===== src/rtl/jpeg_pkg.sv =====
// jpeg_pkg: shared types and constants for the JPEG header front end.
//   jseg_t       - payload type tag presented to the table loaders
//   M_*          - marker second-byte values
//   ERR_*        - err_code values
//   seq_state_t  - sequencer FSM states (also exported on dbg_state)
//   is_standalone / is_unsupported_sof - marker classification helpers
package jpeg_pkg;

  typedef enum logic [2:0] {
    SEG_NONE = 3'd0,
    SEG_APP0 = 3'd1,
    SEG_DQT  = 3'd2,
    SEG_DHT  = 3'd3,
    SEG_SOF0 = 3'd4,
    SEG_SOS  = 3'd5
  } jseg_t;

  localparam logic [7:0] M_FILL = 8'hFF;
  localparam logic [7:0] M_SOI  = 8'hD8;
  localparam logic [7:0] M_EOI  = 8'hD9;
  localparam logic [7:0] M_APP0 = 8'hE0;
  localparam logic [7:0] M_DQT  = 8'hDB;
  localparam logic [7:0] M_DHT  = 8'hC4;
  localparam logic [7:0] M_SOF0 = 8'hC0;
  localparam logic [7:0] M_SOS  = 8'hDA;

  localparam logic [2:0] ERR_NONE    = 3'd0;
  localparam logic [2:0] ERR_NO_SOI  = 3'd1;
  localparam logic [2:0] ERR_LEN     = 3'd2;
  localparam logic [2:0] ERR_SOF     = 3'd3;
  localparam logic [2:0] ERR_EOI     = 3'd4;
  localparam logic [2:0] ERR_UNKNOWN = 3'd5;

  typedef enum logic [3:0] {
    ST_SOI0    = 4'd0,
    ST_SOI1    = 4'd1,
    ST_SEEK_FF = 4'd2,
    ST_MARKER  = 4'd3,
    ST_LEN_HI  = 4'd4,
    ST_LEN_LO  = 4'd5,
    ST_PAYLOAD = 4'd6,
    ST_SKIP    = 4'd7,
    ST_DONE    = 4'd8,
    ST_ERROR   = 4'd9
  } seq_state_t;

  // Markers with no length field: stuffing (00), TEM (01), RST0-7 (D0-D7).
  function automatic logic is_standalone(input logic [7:0] b);
    return (b == 8'h00) || (b == 8'h01) || (b[7:3] == 5'b11010);
  endfunction

  // SOF1-3, 5-7, 9-B, D-F: every Cx whose low two bits are nonzero.
  function automatic logic is_unsupported_sof(input logic [7:0] b);
    return (b[7:4] == 4'hC) && (b[1:0] != 2'b00);
  endfunction

endpackage


===== src/rtl/jpeg_byte_unpacker.sv =====
// jpeg_byte_unpacker: one-word buffer that splits 32-bit words into bytes,
// most significant byte first.
//   clk, rst            - clock, synchronous active-high reset
//   data_in, in_valid   - word input
//   in_ready            - word accepted when in_valid && in_ready
//   accept_en           - sequencer permission to take new words
//   byte_data, byte_valid, byte_ready - byte stream toward the sequencer
//
// Handshake: a transfer happens on a rising clk edge when valid && ready are
// both high; valid never depends on ready, data is stable while valid is high
// and not accepted.
module jpeg_byte_unpacker (
  input  logic        clk,
  input  logic        rst,
  input  logic [31:0] data_in,
  input  logic        in_valid,
  output logic        in_ready,
  input  logic        accept_en,
  output logic [7:0]  byte_data,
  output logic        byte_valid,
  input  logic        byte_ready
);

  logic [31:0] buf_q, buf_d;
  logic [1:0]  idx_q, idx_d;
  logic        full_q, full_d;
  logic        consume;

  assign byte_valid = full_q;
  assign consume    = full_q && byte_ready;
  // Refill in the same cycle the last byte leaves, so words stream back to back.
  assign in_ready   = accept_en && (!full_q || (idx_q == 2'd3 && consume));

  always_comb begin
    byte_data = 8'h00;
    case (idx_q)
      2'd0:    byte_data = buf_q[31:24];
      2'd1:    byte_data = buf_q[23:16];
      2'd2:    byte_data = buf_q[15:8];
      default: byte_data = buf_q[7:0];
    endcase
  end

  always_comb begin
    buf_d  = buf_q;
    idx_d  = idx_q;
    full_d = full_q;
    if (in_valid && in_ready) begin
      buf_d  = data_in;
      idx_d  = 2'd0;
      full_d = 1'b1;
    end else if (consume) begin
      if (idx_q == 2'd3) full_d = 1'b0;
      idx_d = idx_q + 2'd1;
    end
  end

  always_ff @(posedge clk) begin
    if (rst) begin
      buf_q  <= 32'h0;
      idx_q  <= 2'd0;
      full_q <= 1'b0;
    end else begin
      buf_q  <= buf_d;
      idx_q  <= idx_d;
      full_q <= full_d;
    end
  end

endmodule


===== src/rtl/jpeg_segment_sequencer.sv =====
// jpeg_segment_sequencer: JPEG header front end. Finds SOI, walks the marker
// segments and forwards DQT/DHT/SOF0/SOS/APP0 payload bytes to the loaders.
//   clk, rst                     - clock, synchronous active-high reset
//   data_in, in_valid, in_ready  - 32-bit raw stream, big-endian bytes
//   seg_byte, seg_type, seg_last - payload byte, jseg_t tag, final-byte flag
//   seg_valid, seg_ready         - payload handshake
//   jpeg_valid, found_app0       - sticky: SOI seen, APP0 seen
//   hdr_done                     - sticky: SOS payload delivered
//   err, err_code                - sticky protocol error and its cause
//   dbg_state                    - current sequencer state
module jpeg_segment_sequencer
  import jpeg_pkg::*;
#(
  parameter bit STRICT_SOI   = 1'b1,
  parameter bit SKIP_UNKNOWN = 1'b1
) (
  input  logic        clk,
  input  logic        rst,
  input  logic [31:0] data_in,
  input  logic        in_valid,
  output logic        in_ready,
  output logic [7:0]  seg_byte,
  output logic [2:0]  seg_type,
  output logic        seg_valid,
  input  logic        seg_ready,
  output logic        seg_last,
  output logic        jpeg_valid,
  output logic        found_app0,
  output logic        hdr_done,
  output logic        err,
  output logic [2:0]  err_code,
  output logic [3:0]  dbg_state
);

  seq_state_t  state_q, state_d;
  jseg_t       type_q, type_d;
  logic        skip_q, skip_d;
  logic [7:0]  len_hi_q, len_hi_d;
  logic [15:0] cnt_q, cnt_d;
  logic        jpeg_valid_q, jpeg_valid_d;
  logic        found_app0_q, found_app0_d;
  logic [2:0]  err_code_q, err_code_d;
  logic [15:0] len_w;

  logic [7:0]  ub_byte;
  logic        ub_valid;
  logic        ub_ready;
  logic        accept_en;

  jpeg_byte_unpacker u_unpacker (
    .clk        (clk),
    .rst        (rst),
    .data_in    (data_in),
    .in_valid   (in_valid),
    .in_ready   (in_ready),
    .accept_en  (accept_en),
    .byte_data  (ub_byte),
    .byte_valid (ub_valid),
    .byte_ready (ub_ready)
  );

  // State register
  always_ff @(posedge clk) begin
    if (rst) begin
      state_q      <= ST_SOI0;
      type_q       <= SEG_NONE;
      skip_q       <= 1'b0;
      len_hi_q     <= 8'h00;
      cnt_q        <= 16'h0;
      jpeg_valid_q <= 1'b0;
      found_app0_q <= 1'b0;
      err_code_q   <= ERR_NONE;
    end else begin
      state_q      <= state_d;
      type_q       <= type_d;
      skip_q       <= skip_d;
      len_hi_q     <= len_hi_d;
      cnt_q        <= cnt_d;
      jpeg_valid_q <= jpeg_valid_d;
      found_app0_q <= found_app0_d;
      err_code_q   <= err_code_d;
    end
  end

  // Next-state and datapath. Every transition needs a buffered byte; in
  // PAYLOAD it additionally needs the consumer to take it.
  always_comb begin
    state_d      = state_q;
    type_d       = type_q;
    skip_d       = skip_q;
    len_hi_d     = len_hi_q;
    cnt_d        = cnt_q;
    jpeg_valid_d = jpeg_valid_q;
    found_app0_d = found_app0_q;
    err_code_d   = err_code_q;
    len_w        = {len_hi_q, ub_byte};
    if (ub_valid) begin
      case (state_q)
        ST_SOI0: begin
          if (ub_byte == M_FILL) begin
            state_d = ST_SOI1;
          end else if (STRICT_SOI) begin
            state_d    = ST_ERROR;
            err_code_d = ERR_NO_SOI;
          end
        end
        ST_SOI1: begin
          if (ub_byte == M_SOI) begin
            jpeg_valid_d = 1'b1;
            state_d      = ST_SEEK_FF;
          end else if (ub_byte != M_FILL) begin
            if (STRICT_SOI) begin
              state_d    = ST_ERROR;
              err_code_d = ERR_NO_SOI;
            end else begin
              state_d = ST_SOI0;
            end
          end
        end
        ST_SEEK_FF: begin
          if (ub_byte == M_FILL) state_d = ST_MARKER;
        end
        ST_MARKER: begin
          skip_d = 1'b0;
          if (ub_byte == M_FILL) begin
            state_d = ST_MARKER;               // fill byte before the marker code
          end else if (is_standalone(ub_byte)) begin
            state_d = ST_SEEK_FF;
          end else if (ub_byte == M_APP0) begin
            found_app0_d = 1'b1;
            type_d       = SEG_APP0;
            state_d      = ST_LEN_HI;
          end else if (ub_byte == M_DQT) begin
            type_d  = SEG_DQT;
            state_d = ST_LEN_HI;
          end else if (ub_byte == M_DHT) begin
            type_d  = SEG_DHT;
            state_d = ST_LEN_HI;
          end else if (ub_byte == M_SOF0) begin
            type_d  = SEG_SOF0;
            state_d = ST_LEN_HI;
          end else if (ub_byte == M_SOS) begin
            type_d  = SEG_SOS;
            state_d = ST_LEN_HI;
          end else if (is_unsupported_sof(ub_byte)) begin
            state_d    = ST_ERROR;
            err_code_d = ERR_SOF;
          end else if (ub_byte == M_EOI) begin
            state_d    = ST_ERROR;
            err_code_d = ERR_EOI;
          end else if (SKIP_UNKNOWN) begin
            type_d  = SEG_NONE;
            skip_d  = 1'b1;
            state_d = ST_LEN_HI;
          end else begin
            state_d    = ST_ERROR;
            err_code_d = ERR_UNKNOWN;
          end
        end
        ST_LEN_HI: begin
          len_hi_d = ub_byte;
          state_d  = ST_LEN_LO;
        end
        ST_LEN_LO: begin
          // The length field counts its own two bytes.
          if (len_w < 16'd2) begin
            state_d    = ST_ERROR;
            err_code_d = ERR_LEN;
          end else if (len_w == 16'd2) begin
            state_d = (type_q == SEG_SOS && !skip_q) ? ST_DONE : ST_SEEK_FF;
          end else begin
            cnt_d   = len_w - 16'd2;
            state_d = skip_q ? ST_SKIP : ST_PAYLOAD;
          end
        end
        ST_PAYLOAD: begin
          if (seg_ready) begin
            cnt_d = cnt_q - 16'd1;
            if (cnt_q == 16'd1) state_d = (type_q == SEG_SOS) ? ST_DONE : ST_SEEK_FF;
          end
        end
        ST_SKIP: begin
          cnt_d = cnt_q - 16'd1;
          if (cnt_q == 16'd1) state_d = ST_SEEK_FF;
        end
        default: ;
      endcase
    end
  end

  // Outputs. DONE leaves the rest of the buffered word untouched for the
  // entropy stage, so neither DONE nor ERROR consumes or accepts anything.
  always_comb begin
    seg_valid  = 1'b0;
    seg_byte   = 8'h00;
    seg_type   = SEG_NONE;
    seg_last   = 1'b0;
    ub_ready   = 1'b1;
    accept_en  = !rst;
    if (state_q == ST_PAYLOAD) begin
      seg_valid = ub_valid;
      seg_byte  = ub_byte;
      seg_type  = type_q;
      seg_last  = (cnt_q == 16'd1);
      ub_ready  = seg_ready;
    end else if (state_q == ST_DONE || state_q == ST_ERROR) begin
      ub_ready  = 1'b0;
      accept_en = 1'b0;
    end
    jpeg_valid = jpeg_valid_q;
    found_app0 = found_app0_q;
    hdr_done   = (state_q == ST_DONE);
    err        = (state_q == ST_ERROR);
    err_code   = err_code_q;
    dbg_state  = state_q;
  end

endmodule


===== config.mk =====
export PLATFORM = sky130hd
export DESIGN_NAME = jpeg_segment_sequencer
export DESIGN_NICKNAME = d
export VERILOG_FILES = /design/src/rtl/jpeg_pkg.sv /design/src/rtl/jpeg_byte_unpacker.sv /design/src/rtl/jpeg_segment_sequencer.sv
export SDC_FILE = /design/constraint.sdc
export NUM_CORES = 1
export LEC_CHECK = 0
export ABC_AREA = 1
export CAP_MARGIN = 20
export CORE_MARGIN = 4
export CORE_UTILIZATION = 45
export CTS_BUF_LIST = sky130_fd_sc_hd__clkbuf_8 sky130_fd_sc_hd__clkbuf_16
export DETAILED_ROUTE_END_ITERATION = 8
export PLACE_DENSITY = 0.67
export SLEW_MARGIN = 20
export SYNTH_ARGS = -nofsm -noshare
export SYNTH_HDL_FRONTEND = slang
export SYNTH_SLANG_ARGS = --single-unit

===== constraint.sdc =====
create_clock -name clk -period 3 [get_ports clk]
set_input_delay 0.3 -clock clk [delete_from_list [all_inputs] [get_ports clk]]
set_output_delay 0.3 -clock clk [all_outputs]
set_load 0.02 [all_outputs]

==> results.py, run 1 <==
metrics = {
    "run_status": {
        "status": "completed",
    },
    "logic_synthesis": {
        "postSynth.asyncResetShare": 0,
        "yosysTopAreaCell": "dfxtp_1",
        "synth_top_area_frac": 0.3199,
        "ys.flop_type": "dfxtp_1",
        "synth-edff-count": 0,
        "syn_inst": 708,
        "ys_types": 39,
        "syn_area_per_cell_um2": 6.364,
        "ys_top_cells_by_area": "dfxtp_1, nand2_1, nor2_1",
        "synthesis.area_um2": 4506,
        "ys_ff_latch": 72,
        "synth-seq-area-share": 0.3199,
        "yosys_warnings": 0,
        "synth_nets": 752,
    },
    "global_routing": {
        "use_met1": 0.3362,
        "overflow": 0,
        "grt_pass1_vias": 4390,
        "antenna_found_initial": 0,
        "grt_pass1_wl_um": 21960,
        "grt_busiest_layer": "met2",
        "grt.total_usage": 0.2352,
        "gr-usage-met3": 0.03463,
        "grt_max_degree": 34,
        "grt_use_met2": 0.3632,
    },
    "power": {
        "power_leakage_nw": 2.162,
        "vdd_ir_drop_max_mv": 0.2160,
        "powerDensity_nw_per_um2": 395.2,
        "power_mw": 2.106,
    },
    "floorplanning": {
        "initial_utilization": 0.4610,
        "core_um2": 9774,
        "rows": 36,
        "die_w_um": 108.1,
        "die_y_um": 108.1,
        "die_area_um2": 11680,
        "io_pins": 61,
    },
    "routing": {
        "dr.pass1.iters": 5,
        "ant_nets": 0,
        "drtIter0Drc": 294,
        "drc": 0,
        "vias": 4735,
        "wl_um": 13220,
        "vias_per_cell": 5.273,
        "avgRoutedWirePerCell_um": 14.73,
    },
    "setup_path": {
        "cp-start-kind": "flop",
        "path_class": "flop to output port",
        "crit_required_ns": 2.70,
        "reg2regPathDepth": 13,
        "rrSetupSlack_ns": 0.43,
        "crit_path_end_kind": "output port",
        "cp.arrival_ns": 2.50,
        "path_max_fanout": 14,
    },
    "clocking": {
        "clkSinkCount": 72,
        "clk_pin_slew_ns": 0.08,
        "cts_tree": "built",
        "post-cts-setup-buffers": 0,
        "htreeDepth": 3,
        "cts-buffers-inserted": 9,
        "clock_latency_ns": 0.36,
        "cts_root_buf": "clkbuf_8",
        "clockBufferDepth": 2,
    },
    "timing": {
        "worst_slew_pin_slew_ns": 0.8943,
        "slew_headroom": 0.4016,
        "clock.fmax_mhz": 357.8,
        "holdWs_ns": 0.3538,
        "fin_crit_sh": 0.9317,
        "min_period_ns": 2.795,
        "grt_setup_unrepaired": "false",
        "maxSlewViolCount": 0,
        "setup_viol": 0,
        "final-hold-violation-count": 0,
        "fin_tns_setup_ns": 0,
        "finalClockSkew_ns": 0.01200,
    },
    "finish": {
        "fin_nets": 804,
        "synthToLayoutAreaGrowth_pct": 18.24,
        "final_core_util": 0.5451,
        "fill_cells": 1013,
        "n_antenna_cell": 0,
        "layout-drive-gt1-share": 0.09281,
    },
    "worst_hold_path": {
        "min-delay-path-class": "primary input to flop",
        "whs_path_depth": 2,
    },
    "run": {
        "maxCapViolCount": 0,
    },
    "placement": {
        "hpwl_um": 10100,
        "port_buffers": 60,
        "place_congestion": 0.9024,
    },
}
==> cells in the mapped netlist (2+ instances only) <==
cell type and n:
nand2_1 190, nor2_1 107, a21oi_1 78, dfxtp_1 72, inv_1 47, o21ai_0 39
nand3_1 38, nand4_1 16, clkbuf_1 13, nor3_1 13, nand2_2 11, inv_2 9
ha_1 8, nor2_2 8, o21ai_1 7, buf_6 6, nor4_1 6, o21bai_4 5
buf_4 4, nand3b_1 3, a21oi_2 2, a31oi_1 2, buf_2 2, nand3_2 2
nor2_4 2, o21ai_2 2, o21bai_2 2, or2_2 2, xor2_1 2
==> cell usage in the layout, fill, tap and decap left out, types with 2 or more instances in the layout <==
| master | synthesis | final |
|---|---|---|
| nand2_1 | 190 | 190 |
| nor2_1 | 107 | 107 |
| a21oi_1 | 78 | 78 |
| dfxtp_1 | 72 | 72 |
| clkdlybuf4s50_1 | 0 | 58 |
| inv_1 | 47 | 48 |
| o21ai_0 | 39 | 39 |
| nand3_1 | 38 | 38 |
| nand4_1 | 16 | 16 |
| nor3_1 | 13 | 13 |
| nand2_2 | 11 | 11 |
| inv_2 | 9 | 9 |
| clkbuf_8 | 0 | 9 |
| nor2_2 | 8 | 8 |
| ha_1 | 8 | 8 |
| o21ai_1 | 7 | 7 |
| nor4_1 | 6 | 6 |
| buf_4 | 4 | 6 |
| o21bai_4 | 5 | 5 |
| nand3b_1 | 3 | 3 |
| o21bai_2 | 2 | 2 |
| o21ai_2 | 2 | 2 |
| or2_2 | 2 | 2 |
| nor2_4 | 2 | 2 |
| a21oi_2 | 2 | 2 |
| nand3_2 | 2 | 2 |
| a31oi_1 | 2 | 2 |
| xor2_1 | 2 | 2 |
| clkinv_2 | 0 | 2 |
| clkinv_4 | 0 | 2 |
==> power breakdown <==
group | internal (mW) | switching (mW) | total (mW) | leakage [nW]
Sequential | 0.984 | 0.0243 | 1.01 | 0.584
Combinational | 0.154 | 0.252 | 0.405 | 1.49
Clock | 0.300 | 0.392 | 0.692 | 0.0908
Total | 1.44 | 0.668 | 2.11 | 2.16
==> kinds of logic (layout without fill, tap and decap cells) <==
family	count (synthesis)	after routing	synth area share
AOI/OAI and AO/OA	138	138	0.1758
xor gates and xnor gates	3	3	0.005833
adders and majority gates	8	8	0.02222
buffers and inverters	82	139	0.08220
DFF	72	72	0.3199
and+or+nand+nor	405	405	0.3941
==> metal layers <==
layer | routed length [um] | vias to the layer above | part of all wire
li1 | - | 2417 | -
met2 | 5904 | 126 | 0.45
met3 | 622 | 21 | 0.047
met1 | 6451 | 2171 | 0.49
met4 | 246 | 0 | 0.019
met5 | 0 | - | 0
==> state kept, by name (all words and copies together) (netlist names) <==
register               flops
u_unpacker.buf_q          32
cnt_q                     16
dbg_state                  4
u_unpacker.idx_q           2
type_q                     3
found_app0                 1
skip_q                     1
jpeg_valid                 1
len_hi_q                   8
err_code                   3
u_unpacker.byte_valid      1
==> cell type report <==
type / instances / area, um^2 / share of cell area
well taps: 133 / 166.4 / 0.03124
flip-flops and latches: 72 / 1441 / 0.2705
inverters: 57 / 214.0 / 0.04016
repair buffers: 66 / 640.6 / 0.1202
clock inverters: 7 / 47.55 / 0.008924
clock buffers: 9 / 123.9 / 0.02325
multi-input cells: 554 / 2694 / 0.5056
==> timing repair <==
item                       4_1_cts  5_1_grt
setup endpoints to repair        1        1
hold buffers                     0        0
gates resized for setup          1        1
hold endpoints to repair         0        0
==> path summary, 6_finish.rpt <==
kind                         endpoint                        startpoint
min           jpeg_valid$_SDFFE_PP0P_                               rst
min reg2reg  err_code[2]$_SDFFE_PP0P_          err_code[2]$_SDFFE_PP0P_
max reg2reg     cnt_q[9]$_SDFFE_PP0P_  u_unpacker.idx_q[0]$_SDFFE_PP0P_
max                          in_ready         dbg_state[3]$_SDFFE_PP0P_
==> per-stage QoR <==
step                      instance area [um^2]  std cells  worst slack [ns]
after CTS                                 5326        898            0.1806
final                                     5328        898            0.2048
after floorplan                           4506        708            0.8314
after global routing                      5328        898          0.008082
after detailed placement                  5156        882            0.3013
after global placement                    5156        882            0.2348
==> worst max-delay path, cell delays in order (launching register included) <==
cell	delay [ns]
dfxtp_1	0.44
inv_2	0.09
nand2_2	0.12
nor2_2	0.06
inv_2	0.22
or2_1	0.16
nand2_2	0.09
inv_2	0.10
nand2_2	0.07
o21ai_2	0.18
inv_1	0.08
nor3_1	0.19
clkdlybuf4s15_1	0.34
Note: power is estimated with default switching activity, not from simulation.
==> run 2: changes to the inputs <==
Settings changed: CORE_ASPECT_RATIO set to 0.8, HOLD_SLACK_MARGIN set to 0.15, RECOVER_POWER set to 50.
==> run 2 against run 1 <==
Effect of this change: clock-buffer cell count stayed put; sequential share of layout area decreased by 0.71 points; critical path depth did not move; fmax up 4.0%; critical path type unchanged; via count increased by 1.6%; sequential power about the same; setup slack gained 0.11 ns; clock skew down 0.0062 ns; non-clock buffer count is 1 lower; utilization increased by 2.0 points; worst hold slack lost 0.033 ns.
==> results.py, run 2 (synthesis gave the netlist of run 1 again) <==
metrics = {
    "setup_path": {
        "crit_required_ns": 2.70,
        "crit_slowest_cell": "dfxtp_1",
        "cp.arrival_ns": 2.39,
        "crit_chain": "inv_2 -> nand2_2 -> nor2_1 -> inv_4 -> or2_1 -> nand2_1 -> inv_2 -> nand2_2 -> o21ai_2 -> inv_1 -> nor3_1 -> dlymetal6s2s_1",
        "rrSetupSlack_ns": 0.40,
        "critPathTopFamily": "buffers and inverters",
        "crit_path_end_kind": "output port",
        "cp_slowest_stage_delay_ns": 0.42,
        "cp_num_buf_inv": 5,
        "cp-start-kind": "flop",
        "path_max_fanout": 14,
        "path_class": "flop to output port",
    },
    "timing": {
        "min_period_ns": 2.688,
        "fin_crit_sh": 0.8961,
        "final-hold-violation-count": 0,
        "finalClockSkew_ns": 0.005804,
        "setup_viol": 0,
        "fin_tns_setup_ns": 0,
        "maxSlewViolCount": 0,
        "clock.fmax_mhz": 372.0,
        "slew_headroom": 0.3558,
        "worst_slew_pin_slew_ns": 0.9628,
        "grt_setup_unrepaired": "false",
    },
    "finish": {
        "final_common_cell": "nand2_1",
        "layout-drive-gt1-share": 0.08901,
        "final_core_util": 0.5647,
        "final_cell_mix": "nand2_1, nor2_1, a21oi_1, dfxtp_1, inv_1",
        "largest_reg_flops": 32,
        "n_antenna_cell": 0,
        "synthToLayoutAreaGrowth_pct": 21.44,
        "fin_nets": 803,
        "reg.largest.list": "u_unpacker.buf_q: 32 flops, cnt_q: 16 flops, len_hi_q: 8 flops",
        "top_register": "u_unpacker.buf_q",
    },
    "power": {
        "pwr-share-seq": 0.388,
        "swShare": 0.2822,
        "p_sw_uw": 733.3,
        "vdd_ir_drop_max_mv": 0.3275,
        "powerDensity_nw_per_um2": 475.0,
        "comb_power_share": 0.157,
        "p_int_mw": 1.865,
        "power_leakage_nw": 2.275,
        "pwr-share-clk": 0.455,
    },
    "floorplanning": {
        "core_um2": 9689,
        "die_w_um": 119.9,
        "io_pins": 61,
        "rows": 32,
        "initial_utilization": 0.4650,
        "die_y_um": 97.50,
        "die_area_um2": 11690,
    },
    "global_routing": {
        "grt_pass1_vias": 4620,
        "grt_max_degree": 34,
        "grt_pass1_wl_um": 22920,
        "grt.total_usage": 0.2404,
        "overflow": 0,
        "antenna_found_initial": 0,
    },
    "clocking": {
        "cts_resized": 1,
        "cts-buffers-inserted": 9,
        "clkSinkCount": 72,
        "cts_root_buf": "clkbuf_16",
        "htreeDepth": 3,
        "clockBufferDepth": 2,
        "clk_pin_slew_ns": 0.06,
        "postCtsHoldBufs": 0,
        "post-cts-setup-buffers": 0,
        "cts_tree": "built",
        "clock_latency_ns": 0.35,
    },
    "routing": {
        "avgRoutedWirePerCell_um": 15.45,
        "vias": 4810,
        "drc": 0,
        "vias_per_cell": 5.344,
        "wl_um": 13910,
        "ant_nets": 0,
        "dr.pass1.iters": 7,
        "drtIter0Drc": 325,
    },
    "placement": {
        "port_buffers": 60,
        "hpwl_um": 10460,
        "place_congestion": 0.9833,
    },
    "run_status": {
        "status": "completed",
    },
    "worst_hold_path": {
        "min-delay-path-class": "primary input to flop",
    },
    "run": {
        "maxCapViolCount": 0,
    },
}
[run 2: cell type report]
| class | instances | area [um^2] |
|---|---|---|
| fill | 1000 | 4218 |
| multi-input combinational | 554 | 2689 |
| sequential | 72 | 1441 |
| timing repair buffer | 65 | 633.1 |
| clock buffer | 9 | 225.2 |
| inverter | 57 | 216.5 |
| tap | 136 | 170.2 |
| clock inverter | 7 | 96.34 |
[run 2: stage by stage]
stage | area (um^2) | cells | hold slack [ns] | worst slack (ns) | total power [mW]
finish | 5472 | 900 | 0.3211 | 0.3116 | 2.599
global route | 5472 | 900 | 0.3419 | 0.08340 | 2.701
CTS | 5477 | 900 | 0.3117 | 0.04021 | 2.603
detailed placement | 5152 | 884 | 0.4586 | 0.3527 | 1.431
global placement | 5152 | 884 | 0.4545 | 0.3504 | 1.429
floorplan | 4506 | 708 | 0.4427 | 0.8314 | 1.296
[run 2: worst paths after layout]
check / start / to / cells after the start
hold reg to reg: err_code[1]$_SDFFE_PP0P_ / err_code[1]$_SDFFE_PP0P_ / 2
setup / recovery: dbg_state[3]$_SDFFE_PP0P_ / in_ready / 12
setup reg to reg: dbg_state[3]$_SDFFE_PP0P_ / u_unpacker.idx_q[1]$_SDFFE_PP0P_ / 13
hold / removal: rst / u_unpacker.buf_q[9]$_SDFFE_PP0P_ / 2
[run 2: routing by layer]
metal	GRT usage	wire length [um]	vias to the layer above
li1	-	-	2418
met1	0.3437	6903	2204
met2	0.3572	5898	166
met3	0.05471	884	22
met4	0.07658	219	0
met5	0	0	-
[run 2: power by group through the flow]
stage	registers (mW)	clock network [mW]	logic [mW]
global route	1.01	1.24	0.451
CTS	1.01	1.19	0.405
finish	1.01	1.18	0.407
floorplan	1.02	0	0.271
global placement	1.03	0	0.400
detailed placement	1.03	0	0.402
